<file path="config.mk">
export PLATFORM = sky130hd
export DESIGN_NAME = wr_rsp_fsm
export DESIGN_NICKNAME = d
export VERILOG_FILES = /design/src/rtl/wr_rsp_fsm.sv
export SDC_FILE = /design/constraint.sdc
export NUM_CORES = 1
export LEC_CHECK = 0
export ABC_AREA = 1
export ABC_CLOCK_PERIOD_IN_PS = 3120
export BUFFER_PORTS_ARGS = -buffer_cell sky130_fd_sc_hd__clkbuf_2
export CAP_MARGIN = 20
export CORE_ASPECT_RATIO = 1.75
export CORE_MARGIN = 2
export CORE_UTILIZATION = 40
export DETAILED_ROUTE_END_ITERATION = 16
export PLACE_DENSITY = 0.63
export SYNTH_ARGS = -nofsm -noshare
export SYNTH_HDL_FRONTEND = slang
export SYNTH_SLANG_ARGS = --single-unit
</file>
<file path="constraint.sdc">
create_clock -name clk -period 3.12 [get_ports clk]
set_clock_uncertainty 0.2 [all_clocks]
set_input_delay 0.468 -clock clk [delete_from_list [all_inputs] [get_ports clk]]
set_output_delay 0.468 -clock clk [all_outputs]
set_load 0.02 [all_outputs]
</file>
<file path="src/rtl/wr_rsp_fsm.sv">
// Write responder: buffers write pulses in a small FIFO and replays them,
// in arrival order, onto a ready-handshaked memory write port, one at a time.
module wr_rsp_fsm #(
    parameter int AW    = 8,
    parameter int DW    = 16,
    parameter int DEPTH = 4
) (
    input  logic                     clk,
    input  logic                     rst,
    input  logic                     wr_in,
    input  logic [AW-1:0]            wr_addr,
    input  logic [DW-1:0]            wr_data,
    input  logic                     mem_rdy,
    output logic                     mem_wr,
    output logic [AW-1:0]            mem_addr,
    output logic [DW-1:0]            mem_data,
    output logic                     wr_ack,
    output logic                     full,
    output logic                     ovf,
    output logic                     busy,
    output logic [$clog2(DEPTH):0]   cnt
);

    // state | meaning
    // IDLE  | no write on the port; start the FIFO head if one is queued
    // ISSUE | mem_wr high, waiting for mem_rdy to complete the write
    // ACK   | wr_ack pulse for the write that just completed
    typedef enum logic [1:0] {
        S_IDLE  = 2'd0,
        S_ISSUE = 2'd1,
        S_ACK   = 2'd2
    } state_t;

    localparam int PW = $clog2(DEPTH);
    localparam int CW = PW + 1;

    state_t          state_q, state_d;
    logic [PW-1:0]   wr_ptr_q, wr_ptr_d;
    logic [PW-1:0]   rd_ptr_q, rd_ptr_d;
    logic [CW-1:0]   cnt_q, cnt_d;
    logic            mem_wr_q, mem_wr_d;
    logic [AW-1:0]   mem_addr_q, mem_addr_d;
    logic [DW-1:0]   mem_data_q, mem_data_d;
    logic            wr_ack_q, wr_ack_d;
    logic            ovf_q, ovf_d;
    logic            push, pop, full_w;

    logic [AW-1:0]   fifo_addr_q [DEPTH];
    logic [DW-1:0]   fifo_data_q [DEPTH];

    assign full_w = (cnt_q == CW'(DEPTH));

    // Next-state, FIFO bookkeeping and registered output values.
    always_comb begin
        state_d    = state_q;
        wr_ptr_d   = wr_ptr_q;
        rd_ptr_d   = rd_ptr_q;
        cnt_d      = cnt_q;
        mem_wr_d   = mem_wr_q;
        mem_addr_d = mem_addr_q;
        mem_data_d = mem_data_q;
        wr_ack_d   = 1'b0;
        ovf_d      = ovf_q;
        pop        = 1'b0;

        case (state_q)
            S_IDLE: begin
                if (cnt_q != '0) begin
                    mem_addr_d = fifo_addr_q[rd_ptr_q];
                    mem_data_d = fifo_data_q[rd_ptr_q];
                    mem_wr_d   = 1'b1;
                    state_d    = S_ISSUE;
                end
            end
            S_ISSUE: begin
                if (mem_rdy) begin
                    pop      = 1'b1;
                    mem_wr_d = 1'b0;
                    wr_ack_d = 1'b1;
                    state_d  = S_ACK;
                end
            end
            S_ACK: begin
                state_d = S_IDLE;
            end
            default: begin
                mem_wr_d = 1'b0;
                state_d  = S_IDLE;
            end
        endcase

        // A full FIFO still accepts a request if the head leaves on the same edge.
        push = wr_in && (!full_w || pop);
        if (wr_in && !push) ovf_d = 1'b1;

        if (push) wr_ptr_d = wr_ptr_q + PW'(1);
        if (pop)  rd_ptr_d = rd_ptr_q + PW'(1);

        case ({push, pop})
            2'b10:   cnt_d = cnt_q + CW'(1);
            2'b01:   cnt_d = cnt_q - CW'(1);
            default: cnt_d = cnt_q;
        endcase
    end

    // Control and output registers; reset wins over everything else.
    always_ff @(posedge clk) begin
        if (rst) begin
            state_q    <= S_IDLE;
            wr_ptr_q   <= '0;
            rd_ptr_q   <= '0;
            cnt_q      <= '0;
            mem_wr_q   <= 1'b0;
            mem_addr_q <= '0;
            mem_data_q <= '0;
            wr_ack_q   <= 1'b0;
            ovf_q      <= 1'b0;
        end else begin
            state_q    <= state_d;
            wr_ptr_q   <= wr_ptr_d;
            rd_ptr_q   <= rd_ptr_d;
            cnt_q      <= cnt_d;
            mem_wr_q   <= mem_wr_d;
            mem_addr_q <= mem_addr_d;
            mem_data_q <= mem_data_d;
            wr_ack_q   <= wr_ack_d;
            ovf_q      <= ovf_d;
        end
    end

    // FIFO storage; contents need no reset since the pointers define validity.
    always_ff @(posedge clk) begin
        if (!rst && push) begin
            fifo_addr_q[wr_ptr_q] <= wr_addr;
            fifo_data_q[wr_ptr_q] <= wr_data;
        end
    end

    assign mem_wr   = mem_wr_q;
    assign mem_addr = mem_addr_q;
    assign mem_data = mem_data_q;
    assign wr_ack   = wr_ack_q;
    assign ovf      = ovf_q;
    assign full     = full_w;
    assign busy     = (state_q != S_IDLE) || (cnt_q != '0);
    assign cnt      = cnt_q;

endmodule
</file>
==> results.ini <==
[status]
outcome=completed

[worst_setup_path]
cp-end-kind=flip-flop
critPathLaunchType=flip-flop
crit_arrival_ns=2.16
reg2reg_depth=7
max_stage_delay_ns=0.45
crit_type=flip-flop to flip-flop
crit_fanout=10
crit_top_cell=nor2_2
reg2reg_from=cnt[0]
cp.required_ns=3.04
r2r_setup_slack_ns=0.87
r2r-end=fifo_data_q[1][3]
crit_chain=nor2_2 > nand2_2 > inv_2 > a21oi_2 > nand2_1 > nor2_2 > buf_4
slowest_stage=nor2_2

[logic_synthesis]
synthTopCellsByCount=nor2_1, edfxtp_1, o21ai_0
syn_nets=454
yosysMostFrequentCell=nor2_1
synthCells=421
yosysWarnings=0
synth-edff-count=96
ys_ff_latch=132
synth_area_leaders=edfxtp_1, dfxtp_1, nor2_1
synthArstFlopShare_pct=0
synthFlopType=edfxtp_1
yosysUniqueCellTypes=26
yosysTopAreaCell=edfxtp_1
netlist_area_um2=5010
ys_seq_area_share_pct=71.93
avgSynthCellArea_um2=11.90
yosys.area.top_type_share_pct=57.54

[placed_design]
dp.cells=639
hpwl_um=6432
gp_congestion=0.7542
port_buffers=59

[routing]
drt_iter0_drc=219
drt_wl_total_um=10390
avgViaCountPerCell=4.900
post_drt_wl_per_cell_um=15.48
drtPass1Iterations=8
via_count=3288
drc=0
detail-route-antenna-nets=0

[floorplanning]
core.rowCount=54
die_x_um=88.60
coreArea_um2=12360
start_util_pct=40.52
die_y_um=152.0
ioPinCount=60
die_area_um2=13470

[clocking]
clkTransAtPathRegs_ns=0.06
post_cts_resized=0
cts_root_buf=clkbuf_16
post_cts_buffers=0
cts-buffers-inserted=17
ctsHtreeMaxLevel=4
clkLatencyLatePin_ns=0.41
cts_tree=built
cts.sinks=132
cts_buffer_depth=2
ctsHoldBuffers=0

[layout]
nets=523
drive_gt1_share_pct=23.86
syn_to_final_growth_pct=22.05
regArea_um2=3605
diodes=0
instances_no_fill=671
multiInputGateArea_um2=1192
n_fill_cell=1108

[sta]
worst_slew_pin_slew_ns=0.7903
finalCritPeriodShare_pct=71.99
layout_min_cycle_time_ns=2.246
clock.fmax_mhz=445.2
slew_violations=0
rsz0062_at_grt=false
relSlewSlack_pct=47.24
final-setup-viol-count=0
setup_tns_ns=0
hold_viol=0

[global_route]
grt_max_degree=50
grt_pass1_wl_um=16650
grt_pass1_vias=3378
grt_antenna_before_repair=0
grt_overflow_total=0
track_usage_pct=16.59

[worst_hold_path]
hold_path.class=input pin to flip-flop
whs_path_depth=1
hold-path-endpoint=fifo_data_q[2][7]
min_from=wr_data[7]

[flow_run]
drv_cap=0

[power]
power.total_w=0.004910
power.density_nw_per_um2=803.0
leakagePower_nw=2.326
ir_drop_v=0.0004165

[layout make-up]
cell class | count | area share (%)
inverters | 22 | 1.391
clock inverters | 15 | 3.458
multi-input cells | 246 | 19.50
repair buffers | 71 | 6.302
flip-flops and latches | 132 | 58.95
well taps | 168 | 3.438
clock buffers | 17 | 6.957
[cells in the final DEF (no fill, tap or decap), types with 9 or more instances in the layout]
cell type  instances
clkbuf_16         17
dfxtp_1           35
nand2_1            9
nor2_1           108
clkbuf_2          59
o21ai_1           35
o21ai_0           43
inv_1             14
edfxtp_1          96
buf_4             12
o22ai_1           24
[metal layers]
metal  up-vias  global-route usage [%]  wire, µm
li1       1616                       -         -
met1      1580                   18.51      4211
met2        77                   28.97      5559
met3        15                   4.726       398
met4         0                   6.638       219
met5         -                       0         0
[logic make-up after synthesis]
kind of cell,synth area share (%)
AND/OR/NAND/NOR,10.26
AO/OA/AOI/OAI,11.94
adder cells (fa/ha/maj),1.399
buffers and inverters,4.470
flip-flops,71.93
[how the worst max path moves through the flow]
stage,startpoint,depth (start not counted),end,slack (ns)
6_report,cnt[0],7,fifo_data_q[1][3],0.87
5_1_grt,cnt[0],7,fifo_data_q[1][12],0.73
4_1_cts,state_q[0],5,fifo_data_q[1][12],0.86
3_5_place_dp,mem_rdy,6,fifo_data_q[1][7],0.72
3_3_place_gp,mem_rdy,6,fifo_data_q[1][5],0.75
2_1_floorplan,cnt[0],6,fifo_addr_q[1][0],0.43
[critical path, delay by kind of cell, from the launching register on]
kind / cells / cell delay, ns
AOI/OAI and AO/OA: 1 / 0.18
and+or+nand+nor: 4 / 0.86
buffers and inverters: 2 / 0.32
DFF: 1 / 0.39
[report_power, final]
group | internal (W) | switching, W
Clock | 0.00141 | 0.000717
Combinational | 0.000211 | 0.000487
Sequential | 0.00202 | 0.0000624
Total | 0.00364 | 0.00127
[flip-flops by register name (all words and copies together), names as in the netlist]
name,cells
ovf,1
fifo_data_q,64
wr_ptr_q,2
fifo_addr_q,32
mem_addr,8
state_q,2
mem_wr,1
rd_ptr_q,2
cnt,3
mem_data,16
wr_ack,1
[through the flow]
stage / cell area (µm²) / setup WS (ns) / hold slack [ns] / util [%]
2_1_floorplan: 5010 / 0.4269 / 0.2738 / -
3_3_place_gp: 5478 / 0.7451 / 0.2612 / 44.30
3_5_place_dp: 5478 / 0.7196 / 0.2603 / 44.30
4_1_cts: 6115 / 0.8594 / 0.07128 / 49.45
5_1_grt: 6115 / 0.7329 / 0.07270 / 49.45
6_report: 6115 / 0.8739 / 0.07845 / 49.45
Note: power is estimated with default switching activity, not from simulation.
